$ cat config.mk
export PLATFORM = sky130hd
export DESIGN_NAME = ysyx_23060191_mcu_seq
export DESIGN_NICKNAME = d
export VERILOG_FILES = /design/src/rtl/ysyx_23060191_mcu_seq.sv
export SDC_FILE = /design/constraint.sdc
export NUM_CORES = 1
export LEC_CHECK = 0
export CORE_AREA = 2 2 208 210
export CTS_BUF_LIST = sky130_fd_sc_hd__clkbuf_8
export DETAILED_ROUTE_END_ITERATION = 7
export DIE_AREA = 0 0 210 212
export PLACE_DENSITY = 0.68
export SYNTH_ARGS = -nofsm -noshare
export SYNTH_HDL_FRONTEND = slang
export SYNTH_SLANG_ARGS = --single-unit
$ cat constraint.sdc
create_clock -name clk -period 2.9 [get_ports clk]
set_clock_uncertainty 0.2 [all_clocks]
set_input_delay 0.29 -clock clk [delete_from_list [all_inputs] [get_ports clk]]
set_output_delay 0.29 -clock clk [all_outputs]
set_load 0.02 [all_outputs]
$ cat src/rtl/ysyx_23060191_mcu_seq.sv
// ysyx_23060191_mcu_seq: multi-cycle FETCH/EXEC/MEM/WB sequencer with req/ack buses; perf counters under YSYX_23060191_SEQ_PERF_EN
module ysyx_23060191_mcu_seq #(
  parameter int XLEN = 32,
  parameter logic [XLEN-1:0] RESET_PC = 32'h8000_0000,
  parameter int TIMEOUT_CYCLES = 255
) (
  input  logic            clk,
  input  logic            rstn,
  output logic            if_req,
  output logic [XLEN-1:0] if_addr,
  input  logic            if_ack,
  input  logic [31:0]     if_rdata,
  output logic            ls_req,
  output logic            ls_we,
  output logic [XLEN-1:0] ls_addr,
  output logic [XLEN-1:0] ls_wdata,
  input  logic            ls_ack,
  input  logic [XLEN-1:0] ls_rdata,
  input  logic            dec_wr_en_rd,
  input  logic            dec_jal,
  input  logic            dec_jalr,
  input  logic            dec_branch,
  input  logic            dec_load,
  input  logic            dec_store,
  input  logic            dec_ebreak,
  input  logic [XLEN-1:0] imm,
  input  logic [XLEN-1:0] data_rs1,
  input  logic [XLEN-1:0] data_rs2,
  input  logic [XLEN-1:0] exu_res,
  input  logic            exu_zero,
  output logic [XLEN-1:0] pc,
  output logic [31:0]     inst,
  output logic            gpr_wen,
  output logic [XLEN-1:0] gpr_wdata,
  output logic            commit,
  output logic            halted,
  output logic            bus_err,
  output logic [63:0]     perf_cycles,
  output logic [63:0]     perf_instret
);
  localparam logic [2:0] S_FETCH = 3'd0;
  localparam logic [2:0] S_EXEC  = 3'd1;
  localparam logic [2:0] S_MEM   = 3'd2;
  localparam logic [2:0] S_WB    = 3'd3;
  localparam logic [2:0] S_HALT  = 3'd4;
  localparam logic [2:0] S_ERROR = 3'd5;
  logic [2:0] state, state_n;
  logic run;
  logic [7:0] wcnt;
  logic [XLEN-1:0] res_q, rs1_q, rs2_q, imm_q, ldata_q, npc;
  logic zero_q, wr_q, jal_q, jalr_q, br_q, ld_q, st_q, eb_q;
  logic if_ok, ls_ok, tmo, wb;
  // run holds off the first fetch until the cycle after reset is released
  assign if_req = run && state == S_FETCH;
  assign ls_req = state == S_MEM;
  assign ls_we = ls_req & st_q;
  assign if_addr = pc;
  assign ls_addr = res_q;
  assign ls_wdata = rs2_q;
  assign if_ok = if_req & if_ack;
  assign ls_ok = ls_req & ls_ack;
  assign tmo = (if_req | ls_req) & ~(if_ok | ls_ok) & (wcnt == 8'(TIMEOUT_CYCLES - 1));
  assign wb = state == S_WB;
  assign commit = wb;
  assign gpr_wen = wb & wr_q & ~eb_q;
  assign gpr_wdata = ld_q ? ldata_q : res_q;
  assign halted = state == S_HALT;
  assign bus_err = state == S_ERROR;
  assign npc = eb_q ? pc
             : jalr_q ? (rs1_q + imm_q) & ~XLEN'(1)
             : (jal_q | (br_q & zero_q)) ? pc + imm_q
             : pc + XLEN'(4);
  // next state: an accepted ack wins over a timeout in the same cycle
  always_comb begin
    state_n = if_ok ? S_EXEC
            : ls_ok ? S_WB
            : tmo ? S_ERROR
            : state == S_EXEC ? ((dec_load | dec_store) ? S_MEM : S_WB)
            : wb ? (eb_q ? S_HALT : S_FETCH)
            : state;
  end
  // sequencer state, instruction register, EXEC operand latches and PC update
  always_ff @(posedge clk) begin
    if (!rstn) begin
      state <= S_FETCH;
      run <= 1'b0;
      wcnt <= 8'd0;
      pc <= RESET_PC;
      inst <= 32'd0;
      res_q <= '0;
      rs1_q <= '0;
      rs2_q <= '0;
      imm_q <= '0;
      ldata_q <= '0;
      {zero_q, wr_q, jal_q, jalr_q, br_q, ld_q, st_q, eb_q} <= 8'd0;
    end else begin
      run <= 1'b1;
      state <= state_n;
      wcnt <= (state_n != state) ? 8'd0 : wcnt + {7'd0, if_req | ls_req};
      if (if_ok) inst <= if_rdata;
      if (state == S_EXEC) begin
        res_q <= exu_res;
        rs1_q <= data_rs1;
        rs2_q <= data_rs2;
        imm_q <= imm;
        {zero_q, wr_q, jal_q, jalr_q, br_q, ld_q, st_q, eb_q} <=
          {exu_zero, dec_wr_en_rd, dec_jal, dec_jalr, dec_branch, dec_load, dec_store, dec_ebreak};
      end
      if (ls_ok) ldata_q <= ls_rdata;
      if (wb) pc <= npc;
    end
  end
`ifdef YSYX_23060191_SEQ_PERF_EN
  logic [63:0] cyc_q, ret_q;
  // free-running cycle and retired-instruction counters, wrapping mod 2^64
  always_ff @(posedge clk) begin
    if (!rstn) begin
      cyc_q <= 64'd0;
      ret_q <= 64'd0;
    end else begin
      cyc_q <= cyc_q + 64'd1;
      if (commit) ret_q <= ret_q + 64'd1;
    end
  end
  assign perf_cycles = cyc_q;
  assign perf_instret = ret_q;
`else
  assign perf_cycles = 64'd0;
  assign perf_instret = 64'd0;
`endif
endmodule

==> impl_metrics.csv <==
group,metric,value,unit
run_status,status,"finished, violations left",
run_status,violations,"setup timing",
place,placed_area,19400,sq um
synthesis,yosysWarnings,0,
grt,antenna_found_initial,4,
run,drv_cap,0,
clock_network,cts_tree,"built",
worst_setup_path,crit_path_top_delay_cell,"or4_1",
synthesis,synth.most_common_cell,"nand2_1",
synthesis,yosysTopAreaCellShare,33.3,%
die,die-area,44500,sq um
final_layout,final_util,52.4,%
clock_network,h-tree-depth,2,
routing,dr.pass1.iters,5,
power,p_comb_share,20.6,%
worst_setup_path,worstPathCellList,"ha_4 -> fa_2 -> a211oi_4 -> o21ai_2 -> a21oi_2 -> o31ai_4 -> a211o_1 -> and3_4 -> or4_1 -> a32oi_1 -> a21oi_1",
grt,grt_pass1_vias,15539,
sta,hold_violations,0,
synthesis,yosys.area.top_type,"dfxtp_1",
final_layout,final_nets,2795,
worst_setup_path,r2r_start,"imm_q[0]",
sta,holdWs,0.0380,ns
routing,drt-initial-drc-count,993,
die,num_rows,76,
power,p_per_area,407,nW/um^2
routing,route.detailed.vias_per_inst,5.06,
power,finalPower,9.06,mW
synthesis,synthFlopType,"dfxtp_1",
routing,drt_drc_violations_left,0,
hold_path,hold_path_depth,3,
place,io_buffer_count,402,
power,pwr-share-clk,39.5,%
grt,gr-usage-all-layers,24.1,%
worst_setup_path,cp-start-kind,"flip-flop",
sta,layout_setup_ws,-0.112,ns
die,start_util,34.5,%
routing,wire_per_inst,17.9,microns
power,leakagePower,8.86,nW
die,die_y,212,microns
hold_path,hold_start,"data_rs1[24]",
sta,maxClockFrequency,332,MHz
sta,maxSlewViolCount,0,
worst_setup_path,crit_family,"compound AO/OA/AOI/OAI gates",
clock_network,cts_root_buffer,"clkbuf_8",
grt,grt_overflow,0,
clock_network,clk_latency,0.64,ns
hold_path,min_to,"rs1_q[24]",
power,swShare,30.2,%
routing,routed_wl,55.8,mm
synthesis,yosysUniqueCellTypes,76,
sta,period_share,104,%
sta,max_slew_margin,33.0,%
routing,via_count,15721,
synthesis,postSynthCellCount,1926,
synthesis,synthArstFlopShare,0,%
die,core-area,42500,sq um
worst_setup_path,r2r-end,"if_addr[22]",
grt,grt_pass1_wl,84.8,mm
worst_setup_path,path_class,"reg -> reg",
worst_setup_path,worst-r2r-setup-slack,-0.11,ns
worst_setup_path,end_kind,"flip-flop",
synthesis,synth_edf_count,0,
worst_setup_path,critPathRequiredTime,3.21,ns
final_layout,drive_gt1_share,13.3,%
grt,grt_max_degree,158,
synthesis,yosys-top-cells-area,"dfxtp_1, nand2_1, buf_4",
power,intPower,6.33,mW
clock_network,clk_path_buf_depth,3,
place,dp_hpwl,40.8,mm
final_layout,final_area,22300,sq um
hold_path,hold_path_class,"in -> reg",
place,gp_congestion,0.919,
power,power_switching,2.73,mW
clock_network,cts_sinks,244,
synthesis,synth_common_cells,"nand2_1, dfxtp_1, a21oi_1, buf_4, clkbuf_1",
sta,grt_setup_unrepaired,"true",
worst_setup_path,crit_fanout,2,
power,seq_power_share,39.8,%
sta,tightestPinTransition,1.00,ns
clock_network,numCtsBuffers,47,
sta,setup_violations,2,
worst_setup_path,crit_arrival,3.32,ns
worst_setup_path,reg2regPathDepth,11,
worst_setup_path,cp_slowest_stage_delay,0.42,ns
clock_network,clk_pin_slew,0.06,ns
synthesis,yosysSeqAreaShare,33.3,%
final_layout,syn_to_final_growth,51.9,%
worst_setup_path,critPathBufInv,0,
die,io_pins,531,
power,ir_worst_vdd,0.000429,V
synthesis,synth-seq-cells,244,
sta,period_minus_slack,3.01,ns
synthesis,syn_area_per_cell,7.61,sq um
routing,ant_nets,0,
synthesis,synth_area,14700,sq um
die,chipWidth,210,microns
sta,tns,-0.166,ns
-- layout make-up --
class                      instances  area [sq um]
timing repair buffer             691          6630
clock inverter                    20           118
tap                              546           683
clock buffer                      63           867
fill                            3900         20200
antenna                            2          5.00
multi-input combinational       1521          8980
inverter                          20          77.6
sequential                       244          4900
-- worst max-delay path by stage --
stage / cells past startpoint / end / slack, ns / startpoint
after floorplan: 11 / if_addr[22] / -0.09 / if_addr[0]
after global placement: 12 / if_addr[24] / -0.25 / imm_q[0]
after detailed placement: 12 / if_addr[24] / -0.26 / imm_q[0]
after CTS: 11 / if_addr[22] / -0.15 / imm_q[0]
after global routing: 12 / if_addr[24] / -0.21 / imm_q[0]
final: 11 / if_addr[22] / -0.11 / imm_q[0]
-- metal layers --
layer,routed length (microns),track usage [%],vias to the layer above
met5,25,0,-
met4,1990,9.95,4
met3,3990,5.86,104
met2,28200,44.1,601
met1,21500,26.8,7464
li1,-,-,7548
-- flip-flops by register name, indices dropped and copies added, names as in the netlist, 3 cells and up --
register and flops:
if_addr 32, imm_q 32, inst 32, ldata_q 32
ls_addr 32, ls_wdata 32, rs1_q 32, state 3
wcnt 8
-- power groups by stage --
stage          logic, mW  clock network, mW  registers (mW)
2_1_floorplan      0.927                  0            3.73
3_3_place_gp        1.66                  0            3.67
3_5_place_dp        1.67                  0            3.68
4_1_cts             1.85               3.68            3.61
5_1_grt             2.01               3.82            3.63
6_report            1.87               3.58            3.61
-- worst reg2reg max path, cell delays in order, from the launching register on --
cell and delay (ns):
dfxtp_4 0.35, ha_4 0.16, fa_2 0.37, a211oi_4 0.25, o21ai_2 0.08, a21oi_2 0.23, o31ai_4 0.08, a211o_1 0.28
and3_4 0.18, or4_1 0.42, a32oi_1 0.21, a21oi_1 0.08
-- logic make-up after synthesis --
| family | share of synthesized area (%) |
|---|---|
| simple gates | 20.1 |
| compound gates | 22.2 |
| buf+inv | 11.5 |
| flops | 33.3 |
| xor+xnor | 4.18 |
| fa+ha+maj | 5.74 |
| mux | 2.88 |
| other cells | 0.0256 |
-- per-stage QoR --
stage	std cells	setup WS (ns)
detailed placement	2870	-0.255
floorplan	2053	-0.0887
finish	3107	-0.112
global placement	2870	-0.245
CTS	3098	-0.147
global route	3107	-0.207
-- cells in the final DEF, fill, tap and decap left out, types with 18 or more instances in the layout --
cell type,count
and3_1,18
conb_1,128
nor2_1,76
dlygate4sd3_1,140
nand3_1,29
ha_1,54
xnor2_1,49
mux2_2,33
nand2_1,480
a21o_1,27
o21ai_0,61
xor2_1,20
a21boi_0,51
clkbuf_8,63
clkdlybuf4s50_1,399
nor3_1,18
inv_1,28
a21oi_1,235
buf_4,140
dfxtp_1,232
-- repair_timing --
action,CTS,global route
setup buffers,6,9
gates resized for setup,31,58
endpoints found under the hold margin,146,0
endpoints found under the setup margin,19,23
pin swaps,19,52
hold buffers,140,0
No activity file was read; power rests on OpenSTA's default activity.
